### src/rtl/adpd_regs_pkg.sv
// Shared constants and types for the ADPD Avalon-MM register slave.
package adpd_regs_pkg;

  localparam logic [7:0] ADDR_UPDATE = 8'h40;
  localparam logic [7:0] ADDR_EVT    = 8'h41;
  localparam logic [7:0] ADDR_MASK   = 8'h42;
  localparam logic [7:0] ADDR_CMD    = 8'h43;
  localparam logic [7:0] ADDR_ID     = 8'h44;
  localparam logic [7:0] ADDR_STAT0  = 8'h50;

  localparam logic [7:0] ID_VAL_DEF  = 8'hAD;

  typedef enum logic {
    CMD_IDLE  = 1'b0,
    CMD_STALL = 1'b1
  } cmd_state_t;

endpackage

### src/rtl/adpd_rd_pipe.sv
// Fixed-latency read-return pipeline: data and valid travel together,
// so back-to-back accepted reads come out back-to-back and in order.
module adpd_rd_pipe #(
  parameter int RD_LAT = 2
) (
  input  logic       clk,
  input  logic       reset_n,
  input  logic       vld_i,
  input  logic [7:0] data_i,
  output logic       vld_o,
  output logic [7:0] data_o
);

  logic [RD_LAT-1:0]      vld_q;
  logic [RD_LAT-1:0][7:0] data_q;

  // Shift valid/data one stage per cycle; reset discards in-flight reads.
  always_ff @(posedge clk or negedge reset_n) begin
    if (!reset_n) begin
      vld_q  <= '0;
      data_q <= '0;
    end else begin
      vld_q[0]  <= vld_i;
      data_q[0] <= vld_i ? data_i : 8'h00;
      for (int i = 1; i < RD_LAT; i++) begin
        vld_q[i]  <= vld_q[i-1];
        data_q[i] <= data_q[i-1];
      end
    end
  end

  assign vld_o  = vld_q[RD_LAT-1];
  assign data_o = data_q[RD_LAT-1];

endmodule

### src/rtl/adpd_avmm_regs.sv
// ADPD control/status register slave on an 8-bit Avalon-MM port:
// double-buffered control bytes, sticky events with IRQ, a start/busy
// command handshake with bounded stall, and a 64-bit status snapshot.
module adpd_avmm_regs
  import adpd_regs_pkg::*;
#(
  parameter int         N_CTRL = 16,
  parameter int         RD_LAT = 2,
  parameter int         CMD_TO = 255,
  parameter logic [7:0] ID_VAL = ID_VAL_DEF
) (
  input  logic                clk,
  input  logic                reset_n,
  input  logic [7:0]          avs_address,
  input  logic                avs_read,
  input  logic                avs_write,
  input  logic [7:0]          avs_writedata,
  output logic [7:0]          avs_readdata,
  output logic                avs_readdatavalid,
  output logic                avs_waitrequest,
  output logic [8*N_CTRL-1:0] ctrl_q,
  output logic                ctrl_upd,
  input  logic [7:0]          evt_i,
  output logic                irq_o,
  output logic                cmd_start,
  input  logic                cmd_busy,
  input  logic [63:0]         stat_i
);

  localparam logic [7:0] CNT_LAST = 8'(CMD_TO - 1);

  cmd_state_t          state_q, state_d;
  logic [7:0]          cnt_q, cnt_d;
  logic                rdy_q;
  logic [8*N_CTRL-1:0] shadow_q, active_q;
  logic                upd_pend_q, upd_q;
  logic [7:0]          sticky_q, sticky_d, mask_q;
  logic                irq_q, start_q;
  logic [63:0]         snap_q;

  logic                cmd_wr, stall, start_now, to_set;
  logic                wr_acc, rd_acc;
  logic [7:0]          w1c, rd_data;

  // A CMD write only needs the FSM when it actually requests a start.
  assign cmd_wr          = avs_write && (avs_address == ADDR_CMD) && avs_writedata[0];
  assign avs_waitrequest = !rdy_q || stall;
  assign wr_acc          = avs_write && !avs_waitrequest;
  // Write wins over a simultaneous read.
  assign rd_acc          = avs_read && !avs_write && !avs_waitrequest;

  // Hold waitrequest high until the first edge after reset release.
  always_ff @(posedge clk or negedge reset_n) begin
    if (!reset_n) rdy_q <= 1'b0;
    else          rdy_q <= 1'b1;
  end

  // CMD FSM next state: stall a start request while the engine is busy,
  // giving up after CMD_TO stall cycles in total.
  always_comb begin
    state_d   = state_q;
    cnt_d     = cnt_q;
    stall     = 1'b0;
    start_now = 1'b0;
    to_set    = 1'b0;
    case (state_q)
      CMD_IDLE: begin
        if (rdy_q && cmd_wr) begin
          if (cmd_busy) begin
            state_d = CMD_STALL;
            cnt_d   = 8'd0;
            stall   = 1'b1;
          end else begin
            start_now = 1'b1;
          end
        end
      end
      CMD_STALL: begin
        if (!cmd_busy) begin
          start_now = 1'b1;
          state_d   = CMD_IDLE;
        end else if (cnt_q == CNT_LAST) begin
          to_set  = 1'b1;
          state_d = CMD_IDLE;
        end else begin
          cnt_d = cnt_q + 8'd1;
          stall = 1'b1;
        end
      end
      default: state_d = CMD_IDLE;
    endcase
  end

  // CMD FSM state and stall counter registers.
  always_ff @(posedge clk or negedge reset_n) begin
    if (!reset_n) begin
      state_q <= CMD_IDLE;
      cnt_q   <= 8'd0;
    end else begin
      state_q <= state_d;
      cnt_q   <= cnt_d;
    end
  end

  // Shadow control bytes and the IRQ mask take writes on the accept edge.
  always_ff @(posedge clk or negedge reset_n) begin
    if (!reset_n) begin
      shadow_q <= '0;
      mask_q   <= 8'h00;
    end else if (wr_acc) begin
      for (int i = 0; i < N_CTRL; i++)
        if (avs_address == 8'(i)) shadow_q[8*i +: 8] <= avs_writedata;
      if (avs_address == ADDR_MASK) mask_q <= avs_writedata;
    end
  end

  // Copy shadow to active one edge after an UPDATE write, pulsing ctrl_upd
  // in the same cycle the new values appear.
  always_ff @(posedge clk or negedge reset_n) begin
    if (!reset_n) begin
      upd_pend_q <= 1'b0;
      upd_q      <= 1'b0;
      active_q   <= '0;
    end else begin
      upd_pend_q <= wr_acc && (avs_address == ADDR_UPDATE);
      upd_q      <= upd_pend_q;
      if (upd_pend_q) active_q <= shadow_q;
    end
  end

  // Sticky flags: a new event outranks a same-cycle W1C; bit7 records a CMD timeout.
  always_comb begin
    w1c      = (wr_acc && (avs_address == ADDR_EVT)) ? avs_writedata : 8'h00;
    sticky_d = (sticky_q & ~w1c) | evt_i | {to_set, 7'b0};
  end

  // Sticky flags, registered IRQ and the one-cycle start pulse.
  always_ff @(posedge clk or negedge reset_n) begin
    if (!reset_n) begin
      sticky_q <= 8'h00;
      irq_q    <= 1'b0;
      start_q  <= 1'b0;
    end else begin
      sticky_q <= sticky_d;
      irq_q    <= |(sticky_q & mask_q);
      start_q  <= start_now;
    end
  end

  // Reading STAT0 freezes all eight status bytes for the following reads.
  always_ff @(posedge clk or negedge reset_n) begin
    if (!reset_n)                              snap_q <= 64'h0;
    else if (rd_acc && (avs_address == ADDR_STAT0)) snap_q <= stat_i;
  end

  // Read data mux, sampled in the accept cycle; unmapped addresses read 0.
  always_comb begin
    rd_data = 8'h00;
    for (int i = 0; i < N_CTRL; i++)
      if (avs_address == 8'(i)) rd_data = shadow_q[8*i +: 8];
    for (int k = 1; k < 8; k++)
      if (avs_address == (ADDR_STAT0 + 8'(k))) rd_data = snap_q[8*k +: 8];
    case (avs_address)
      ADDR_EVT:   rd_data = sticky_q;
      ADDR_MASK:  rd_data = mask_q;
      ADDR_CMD:   rd_data = {sticky_q[7], 6'b0, cmd_busy};
      ADDR_ID:    rd_data = ID_VAL;
      ADDR_STAT0: rd_data = stat_i[7:0];
      default:    ;
    endcase
  end

  adpd_rd_pipe #(
    .RD_LAT (RD_LAT)
  ) u_rd_pipe (
    .clk     (clk),
    .reset_n (reset_n),
    .vld_i   (rd_acc),
    .data_i  (rd_data),
    .vld_o   (avs_readdatavalid),
    .data_o  (avs_readdata)
  );

  assign ctrl_q    = active_q;
  assign ctrl_upd  = upd_q;
  assign irq_o     = irq_q;
  assign cmd_start = start_q;

endmodule

### config.mk
export PLATFORM = sky130hd
export DESIGN_NAME = adpd_avmm_regs
export DESIGN_NICKNAME = d
export VERILOG_FILES = /design/src/rtl/adpd_regs_pkg.sv /design/src/rtl/adpd_rd_pipe.sv /design/src/rtl/adpd_avmm_regs.sv
export SDC_FILE = /design/constraint.sdc
export NUM_CORES = 1
export LEC_CHECK = 0
export BUFFER_PORTS_ARGS = -buffer_cell sky130_fd_sc_hd__buf_2
export CORE_MARGIN = 2
export CORE_UTILIZATION = 55
export CTS_CLUSTER_DIAMETER = 200
export DETAILED_ROUTE_END_ITERATION = 8
export MAX_ROUTING_LAYER = met4
export PLACE_DENSITY = 0.87
export SKIP_CTS_REPAIR_TIMING = 1
export SYNTH_ARGS = -nofsm -noshare
export SYNTH_HDL_FRONTEND = slang
export SYNTH_SLANG_ARGS = --single-unit
### constraint.sdc
create_clock -name clk -period 5.86 [get_ports clk]
set_input_delay 0 -clock clk [delete_from_list [all_inputs] [get_ports clk]]
set_output_delay 0 -clock clk [all_outputs]
set_load 0.02 [all_outputs]
==> impl_metrics.env <==
export IMPL_status="finished with violations"
export IMPL_violations="hold timing"
export IMPL_timing_hold_ws_ns=-0.02627
export IMPL_setup_viol=0
export IMPL_synth_area_leaders="dfrtp_1, mux2_2, nand2_1"
export IMPL_wl_per_cell_um=26.02
export IMPL_peakVddDrop_mv=0.2617
export IMPL_syn_inst=1212
export IMPL_synth_seq_cells=360
export IMPL_p_clk_frac=0.475
export IMPL_dieHeight_um=174.1
export IMPL_start_util=0.5558
export IMPL_dp_hpwl_mm=32.93
export IMPL_cts_root_buf="clkbuf_16"
export IMPL_power_density_mw_per_mm2=283.0
export IMPL_required_ns=6.26
export IMPL_end_kind="flop"
export IMPL_regArea_sq_mm=0.009012
export IMPL_async_reset_ff_frac=1.000
export IMPL_yosysWarnings=0
export IMPL_cp_start_kind="flop"
export IMPL_n_fill_cell=1952
export IMPL_synth_top_area_frac=0.5662
export IMPL_drtIter0Drc=1336
export IMPL_cts_tree="yes"
export IMPL_fin_skew_ns=0.02493
export IMPL_period_minus_slack_ns=3.095
export IMPL_syn2layout_area_growth_pct=22.03
export IMPL_synth_edf_count=0
export IMPL_p_leak_nw=9.752
export IMPL_tightest_slew_ns=1.125
export IMPL_die_area_sq_mm=0.03030
export IMPL_clk_latency_ns=0.54
export IMPL_vias=11778
export IMPL_viasPerCell=6.179
export IMPL_max_cap_viol_count=0
export IMPL_rows=62
export IMPL_syn_area_sq_mm=0.01591
export IMPL_grt_pass1_wl_mm=71.38
export IMPL_hold_path_class="input port to flop"
export IMPL_rsz0062_at_grt="false"
export IMPL_fin_tns_setup_ns=0
export IMPL_multiInputGateArea_sq_mm=0.006470
export IMPL_cp_data_arrival_time_ns=3.49
export IMPL_hold_viol_final=5
export IMPL_p_sw_frac=0.2260
export IMPL_avgSynthCellArea_sq_um=13.13
export IMPL_cts_sinks=360
export IMPL_synth_area_leader_cell="dfrtp_1"
export IMPL_slew_viol_final=0
export IMPL_cts_made_buffers=38
export IMPL_critPathMaxFanout=8
export IMPL_grt_total_usage=0.3210
export IMPL_drc=0
export IMPL_htree_num_levels=2
export IMPL_core_region_area_sq_mm=0.02863
export IMPL_cts_clk_slew_worst_paths_ns=0.06
export IMPL_dieWidth_um=174.1
export IMPL_p_int_mw=4.252
export IMPL_routed_wl_mm=49.59
export IMPL_fmax_mhz=323.1
export IMPL_max_slew_margin=0.2397
export IMPL_antenna_found_initial=2
export IMPL_syn_nets=1307
export IMPL_finalNonFillerCells=1906
export IMPL_criticalPathCategory="flop to flop"
export IMPL_gp_congestion=0.9842
export IMPL_seqPwrFrac=0.466
export IMPL_grt_max_degree=183
export IMPL_clk_path_buf_depth=3
export IMPL_synth_distinct_cells=77
export IMPL_grt_pass1_vias=11592
export IMPL_ys_seq_area_frac=0.5662
export IMPL_nNetsFinal=1586
export IMPL_num_io_pins=234
export IMPL_port_buffer_count=233
export IMPL_grt_overflow_total=0
export IMPL_synthFlopType="dfrtp_1"
export IMPL_dp_cells=1764
export IMPL_drtPass1Iterations=6
export IMPL_drtAntennaViolNets=0
export IMPL_post_route_period_util=0.5281
export IMPL_p_switching_mw=1.242
export IMPL_drive_gt1_frac=0.4382
export IMPL_p_comb_frac=0.059
[final timing paths]
path	start	end	slack (ns)	cells after the start
max	cnt_q[0]	shadow_q[69]	2.77	8
min	avs_writedata[6]	sticky_q[6]	-0.03	3
max reg2reg	cnt_q[0]	shadow_q[69]	2.77	8
min reg2reg	u_rd_pipe.data_q[3]	u_rd_pipe.data_o[3]	0.36	0
max in group asynchronous	reset_n	ctrl_q[93]	4.22	3
min in group asynchronous	reset_n	snap_q[24]	0.14	2
[cells in the mapped netlist, drive strengths merged, types with 3 or more instances]
master	number
dfrtp	360
mux2	319
nand2	65
nor2	49
clkbuf	46
o21ai	45
buf	33
a21oi	30
nor3	21
nand3	20
mux2i	18
inv	17
nor2b	12
a22oi	9
a211oi	8
a21o	8
a221oi	8
a31oi	8
mux4	8
o22ai	8
nand4	7
o221ai	7
nand2b	6
nor4	6
o311ai	6
a22o	5
and2	5
o211ai	5
o31ai	5
a2111oi	4
a31o	4
a211o	3
and3	3
and3b	3
nand3b	3
nor4bb	3
or2	3
or3	3
or3b	3
[critical path, cell delays in order, from the launching register on]
cell      delay [ns]
dfrtp_1         0.42
inv_1           0.08
ha_1            0.15
nand4_1         0.13
o21bai_1        0.50
nand3_2         0.32
nor2_1          0.64
nand3_2         0.35
mux2_2          0.37
[area by class of cell]
type                    count  area share
flip-flops and latches    360      0.4642
clock buffers              53     0.05774
repair buffers            318      0.1039
multi-input cells         756      0.3332
diodes                      2   0.0002578
well taps                 384     0.02475
clock inverters            16     0.01263
inverters                  17    0.003287
[power by group through the flow]
| stage | sequential [mW] | combinational [mW] | clock, mW |
|---|---|---|---|
| final | 2.56 | 0.324 | 2.61 |
| after global routing | 2.56 | 0.348 | 2.74 |
| after CTS | 2.56 | 0.281 | 2.63 |
| after detailed placement | 2.60 | 0.279 | 0 |
| after global placement | 2.60 | 0.272 | 0 |
| after floorplan | 2.59 | 0.126 | 0 |
[metal layers]
metal	routed length, um	track usage
met3	3742	0.04987
met4	1749	0.1029
met5	0	-
met1	20160	0.4369
met2	23940	0.5010
[stage by stage]
step	power (mW)	area (sq um)	utilization	worst slack (ns)
after global routing	5.645	19410	0.6783	2.690
after CTS	5.471	18700	0.6532	2.840
after detailed placement	2.881	17330	0.6055	2.817
after global placement	2.873	17330	0.6055	2.894
after floorplan	2.713	15910	-	3.380
final	5.494	19410	0.6783	2.765
[logic make-up after synthesis]
kind of cell	after synthesis	synth area share
flip-flops	360	0.5662
XOR/XNOR	2	0.001101
AND/OR/NAND/NOR	222	0.07432
other	1	0.0002357
adder cells (fa/ha/maj)	2	0.001573
buffers and inverters	96	0.02784
AO/OA/AOI/OAI	184	0.07864
multiplexers	345	0.2501
[sequential cells by signal (all words and copies together), names as in the netlist]
register,flops
u_rd_pipe.vld_q,2
shadow_q,128
upd_pend_q,1
u_rd_pipe.data_o,8
u_rd_pipe.data_q,8
cnt_q,8
irq_o,1
cmd_start,1
ctrl_upd,1
sticky_q,8
state_q,1
mask_q,8
ctrl_q,128
snap_q,56
rdy_q,1
[layout by cell type, fill, tap and decap left out, drive strengths merged, types with 4 or more instances in the layout]
cell type,count
and2,5
o22ai,8
nand4,7
clkbuf,53
o31ai,5
nor3,21
a31o,4
nor4,6
a21oi,30
mux2,319
nor2,49
o221ai,7
a22o,5
mux2i,18
inv,19
nand2b,6
dlygate4sd3,71
nor2b,12
a31oi,8
a221oi,8
o21ai,45
a22oi,9
clkinv,5
bufinv,6
a21o,8
o311ai,6
a211oi,8
buf,247
nand2,65
a2111oi,4
dfrtp,360
nand3,20
o211ai,5
mux4,8
No activity file was read; power rests on OpenSTA's default activity.
